`src/rtl/gpio_in_filter.sv`:
```
// GPIO input conditioner: per-bit synchroniser, debounce filter, edge pulses,
// sticky pending flags and a maskable interrupt line.
module gpio_in_filter #(
  parameter int WIDTH       = 32,
  parameter int SYNC_STAGES = 2,
  parameter int DEB_CYCLES  = 16
) (
  input  logic             clock,
  input  logic             reset,
  input  logic [WIDTH-1:0] pad_i,
  input  logic             byp_i,
  input  logic [WIDTH-1:0] irq_mask_i,
  input  logic [WIDTH-1:0] pend_clr_i,
  output logic [WIDTH-1:0] gpio_o,
  output logic [WIDTH-1:0] rise_o,
  output logic [WIDTH-1:0] fall_o,
  output logic [WIDTH-1:0] pend_o,
  output logic             irq_o
);

  // Terminal count: a level differing for DEB_CYCLES consecutive cycles is accepted.
  localparam logic [7:0] DEB_LAST = 8'(DEB_CYCLES - 1);

  logic [WIDTH-1:0] sync_q [SYNC_STAGES];
  logic [7:0]       cnt_q  [WIDTH];
  logic [7:0]       cnt_d  [WIDTH];
  logic [WIDTH-1:0] sync_s;
  logic [WIDTH-1:0] gpio_d;
  logic [WIDTH-1:0] rise_d;
  logic [WIDTH-1:0] fall_d;
  logic [WIDTH-1:0] pend_d;

  assign sync_s = sync_q[SYNC_STAGES-1];

  // Synchroniser chain: pad levels shift through SYNC_STAGES flops per bit.
  always_ff @(posedge clock) begin
    if (reset) begin
      for (int k = 0; k < SYNC_STAGES; k++) sync_q[k] <= '0;
    end else begin
      sync_q[0] <= pad_i;
      for (int k = 1; k < SYNC_STAGES; k++) sync_q[k] <= sync_q[k-1];
    end
  end

  // Debounce decision per bit, plus the edge and pending values to register.
  always_comb begin
    gpio_d = gpio_o;
    for (int i = 0; i < WIDTH; i++) begin
      cnt_d[i] = cnt_q[i];
      if (byp_i) begin
        gpio_d[i] = sync_s[i];
        cnt_d[i]  = 8'd0;
      end else if (sync_s[i] == gpio_o[i]) begin
        cnt_d[i] = 8'd0;
      end else if (cnt_q[i] == DEB_LAST) begin
        gpio_d[i] = sync_s[i];
        cnt_d[i]  = 8'd0;
      end else begin
        cnt_d[i] = cnt_q[i] + 8'd1;
      end
    end
    rise_d = gpio_d & ~gpio_o;
    fall_d = ~gpio_d & gpio_o;
    pend_d = (pend_o & ~pend_clr_i) | rise_d | fall_d;
  end

  // Filter state and registered outputs; reset discards any running count.
  always_ff @(posedge clock) begin
    if (reset) begin
      for (int i = 0; i < WIDTH; i++) cnt_q[i] <= 8'd0;
      gpio_o <= '0;
      rise_o <= '0;
      fall_o <= '0;
      pend_o <= '0;
    end else begin
      for (int i = 0; i < WIDTH; i++) cnt_q[i] <= cnt_d[i];
      gpio_o <= gpio_d;
      rise_o <= rise_d;
      fall_o <= fall_d;
      pend_o <= pend_d;
    end
  end

  assign irq_o = |(pend_o & irq_mask_i);

endmodule

```
`config.mk`:
```
export PLATFORM = sky130hd
export DESIGN_NAME = gpio_in_filter
export DESIGN_NICKNAME = d
export VERILOG_FILES = /design/src/rtl/gpio_in_filter.sv
export SDC_FILE = /design/constraint.sdc
export NUM_CORES = 1
export LEC_CHECK = 0
export BUFFER_PORTS_ARGS = -buffer_cell sky130_fd_sc_hd__clkbuf_2
export CAP_MARGIN = 30
export CORE_AREA = 2 2 178 180
export DETAILED_ROUTE_END_ITERATION = 8
export DIE_AREA = 0 0 180 182
export PLACE_DENSITY = 0.86
export SLEW_MARGIN = 20
export SYNTH_ARGS = -nofsm -noshare
export SYNTH_HDL_FRONTEND = slang
export SYNTH_SLANG_ARGS = --single-unit
```
`constraint.sdc`:
```
create_clock -name clock -period 1.9 [get_ports clock]
set_clock_uncertainty 0.05 [all_clocks]
set_input_delay 0.285 -clock clock [delete_from_list [all_inputs] [get_ports clock]]
set_output_delay 0.285 -clock clock [all_outputs]
set_load 0.005 [all_outputs]
```
==> impl_summary.log <==
[metrics] Num CTS Buffers: 46
[metrics] critical path capture point type: output port
[metrics] horizontal extent of the die: 180 um
[metrics] Post-Synthesis Mean Instance Area: 9.93 um^2
[metrics] crit path from: pend_o[2]
[metrics] Clock power frac: 46.5%
[metrics] standby leakage power: 8.09 nW
[metrics] Seq cells post-synth: 448
[metrics] cell area power density: 919 nW/um^2
[metrics] DIE AREA: 32800 um^2
[metrics] setup repair after global routing missed its margin: yes
[metrics] first-pass iteration count of the detailed router: 5
[metrics] final-report hold violation count: 0
[metrics] number of global-route vias before repair: 13700
[metrics] cell internal pwr: 15.5 mW
[metrics] Area after DPL: 19400 um^2
[metrics] Clock Pin Slew Worst Setup and Hold Paths: 0.06 ns
[metrics] Req. time, crit path: 1.56 ns
[metrics] synth cell count leaders: sky130_fd_sc_hd__dfxtp_1 (448), sky130_fd_sc_hd__nor2_1 (171), sky130_fd_sc_hd__o21ai_0 (112)
[metrics] drt wl/cell: 16.5 um
[metrics] deepest clock path buffer count: 3
[metrics] Hold Startpoint: pend_clr_i[30]
[metrics] final-layout setup total negative slack: -0.447 ns
[metrics] depth of the CTS H-tree: 2
[metrics] net count of the mapped netlist: 1903
[metrics] kind of start point of the critical path: register
[metrics] sequential fraction of design power: 48.8%
[metrics] count of placed standard cells in the final layout, fillers left out: 2537
[metrics] # Max-Cap Violations: 0
[metrics] area of the mapped netlist: 17600 um^2
[metrics] Placer Congestion: 0.830
[metrics] final slew viol count: 0
[metrics] later-pin clock latency in the skew report: 0.56 ns
[metrics] starting utilization of the core area: 56.8%
[metrics] footprint of the multi-input gates: 8310 um^2
[metrics] arrival time at the worst endpoint: 2.01 ns
[metrics] Slew headroom: 63.6%
[metrics] synthesis warning total: 0
[metrics] number of DRC violations after detailed-routing iteration 0: 786
[metrics] class of the most critical hold timing path: in -> reg
[metrics] ys async rst share: 0%
[metrics] global routing usage summed across all routing layers: 24.9%
[metrics] Tcrit/Tclk final: 124%
[metrics] placed cell count: 2397
[metrics] number of top-level pins: 228
[metrics] # rows: 65
[metrics] clock root cell: sky130_fd_sc_hd__clkbuf_16
[metrics] Post-DRT Antenna Nets: 0
[metrics] worst hold slack: 0.0162 ns
[metrics] fraction of the yosys area taken by sequential cells: 51.0%
[metrics] Mapped Cells: 1772
[metrics] switching power summed over all nets: 4.27 mW
[metrics] final wirelength: 42.0 mm
[metrics] pre-CTS worst setup slack: 0.0269 ns
[metrics] number of distinct library cells after synthesis: 36
[metrics] violations in the final reports: negative setup slack
[metrics] Worst Tran Pin Value: 0.541 ns
[metrics] number of fill cells: 2156
[metrics] maximum number of pins on one net before global-route repair: 90
[metrics] vias post-DR: 14100
[metrics] overflow left after global routing: 0
[metrics] cell type with the highest aggregate area in the netlist: sky130_fd_sc_hd__dfxtp_1
[metrics] achievable clock frequency: 0.426 GHz
[metrics] Finish-stage setup viols: 1
[metrics] DRC violation count after routing: 0
[metrics] cell with the most instances after synthesis: sky130_fd_sc_hd__dfxtp_1
[metrics] dominant synthesized flop cell: sky130_fd_sc_hd__dfxtp_1
[metrics] area taken by flip-flops and latches: 8970 um^2
[metrics] finished layout cell area: 21500 um^2
[metrics] NumNets Final: 2227
[metrics] post-detailed-placement half-perimeter wirelength: 29.3 mm
[metrics] overall die height: 182 um
[metrics] critical path fanouts, max: 3
[metrics] IO Port Bufs: 227
[metrics] run status: finished, violations left
[metrics] maximum VDD drop: 0.623 mV
[metrics] count of flip-flops with a built-in enable after synthesis: 0
[metrics] fraction of power spent switching nets: 21.6%
[metrics] number of antenna violations at the first check in global routing: 2
[metrics] Layout area overhead: 22.4%
[metrics] standard cell core area: 31000 um^2
[metrics] largest cells by area after synthesis: sky130_fd_sc_hd__dfxtp_1 (51%), sky130_fd_sc_hd__nor2_1 (3.6%), sky130_fd_sc_hd__xor2_1 (3.5%)
[metrics] path type of the worst setup path: reg -> out
[metrics] first-pass GRT wire length: 66.9 mm
[metrics] Clock Sink Count: 448
[metrics] CTS tree: yes
[metrics] post-layout minimum cycle time: 2.35 ns
[metrics] share of cells above drive strength 1: 21.1%
[metrics] Final Worst Setup Slack: -0.447 ns
[metrics] DR vias/cell: 5.55
[metrics] portion of total power attributed to combinational logic: 4.8%
[metrics] startpoint of the most critical register-to-register path: cnt_q[1][21]
[metrics] area share of the largest cell type after synthesis: 51.0%
## critical path, cell delays in order, from the launching register on
cell and delay (ns):
sky130_fd_sc_hd__dfxtp_1 0.34, sky130_fd_sc_hd__a22oi_1 0.19, sky130_fd_sc_hd__nand4_1 0.27, sky130_fd_sc_hd__or4_1 0.49
sky130_fd_sc_hd__clkbuf_2 0.16
## metrics by stage
| step | power [mW] | util (%) |
|---|---|---|
| 2_1_floorplan | 10.3 | - |
| 3_3_place_gp | 10.7 | 62.6 |
| 3_5_place_dp | 10.7 | 62.6 |
| 4_1_cts | 19.9 | 69.4 |
| 5_1_grt | 20.4 | 69.5 |
| 6_report | 19.8 | 69.5 |
## final timing paths
path,endpoint,slack (ns),cells past startpoint
setup / recovery,irq_o,-0.45,4
hold reg to reg,sync_q[0][56],0.39,1
setup reg to reg,pend_o[18],0.07,3
hold / removal,pend_o[30],0.02,4
## per-layer routing
metal / vias up / share of wire (%) / GRT usage, %
met5: - / 0 / 0
met4: 0 / 4.6 / 12.1
met3: 96 / 5.8 / 5.23
met2: 393 / 49 / 43.6
met1: 6688 / 41 / 28.9
li1: 6894 / - / -
## kinds of logic (layout without fill, tap and decap cells)
kind of cell / count (synthesis) / count (layout) / share of synthesized area, %
other: 0 / 2 / 0
AO/OA/AOI/OAI: 304 / 304 / 11.1
XOR/XNOR: 128 / 128 / 6.37
AND/OR/NAND/NOR: 736 / 736 / 25.4
buffers and inverters: 92 / 453 / 2.05
multiplexers: 32 / 32 / 1.82
flip-flops: 448 / 448 / 51.0
adder cells (fa/ha/maj): 32 / 32 / 2.28
## cells in the final DEF (no fill, tap or decap), types with 20 or more instances in the layout
cell type and instances:
sky130_fd_sc_hd__nor2b_1 68, sky130_fd_sc_hd__a21oi_1 105, sky130_fd_sc_hd__ha_1 32, sky130_fd_sc_hd__nand2_1 76, sky130_fd_sc_hd__nand3_1 84, sky130_fd_sc_hd__dlygate4sd3_1 53
sky130_fd_sc_hd__or4_4 20, sky130_fd_sc_hd__or3_1 96, sky130_fd_sc_hd__nand4_1 36, sky130_fd_sc_hd__nor2_1 170, sky130_fd_sc_hd__dfxtp_1 445, sky130_fd_sc_hd__buf_4 28
sky130_fd_sc_hd__clkbuf_2 226, sky130_fd_sc_hd__and3_1 20, sky130_fd_sc_hd__xor2_1 71, sky130_fd_sc_hd__clkbuf_16 46, sky130_fd_sc_hd__nor4b_2 38, sky130_fd_sc_hd__nand2b_1 87
sky130_fd_sc_hd__nor4b_1 20, sky130_fd_sc_hd__o21ai_0 112, sky130_fd_sc_hd__mux2i_1 32, sky130_fd_sc_hd__inv_1 56, sky130_fd_sc_hd__xnor2_1 57
## power groups by stage
stage          Combinational [mW]  Clock (mW)  Sequential (mW)
2_1_floorplan               0.456           0             9.83
3_3_place_gp                0.814           0             9.84
3_5_place_dp                0.830           0             9.85
4_1_cts                     0.928        9.33             9.65
5_1_grt                      1.01        9.75             9.66
6_report                    0.941        9.19             9.65
## what timing repair did
action,CTS,global route
gates cloned,0,0
setup buffers,0,0
hold endpoints to repair,53,0
hold buffers,53,0
gates resized for setup,7,4
endpoints found under the setup margin,1,1
pin swaps,1,0
## flip-flops by register name, summed over array words and instances (netlist names)
name	cells
cnt_q	256
fall_o	32
gpio_o	32
pend_o	32
rise_o	32
sync_q	64
## cell type report
type / count / area share [%]
Tap cell: 402 / 2.33
Timing Repair Buffer: 312 / 9.12
Multi-Input combinational cell: 1232 / 38.6
Clock buffer: 70 / 6.37
Antenna cell: 2 / 0.0232
Clock inverter: 15 / 0.935
Inverter: 56 / 0.976
Sequential cell: 448 / 41.7
Power figures use the tool's default switching activity.
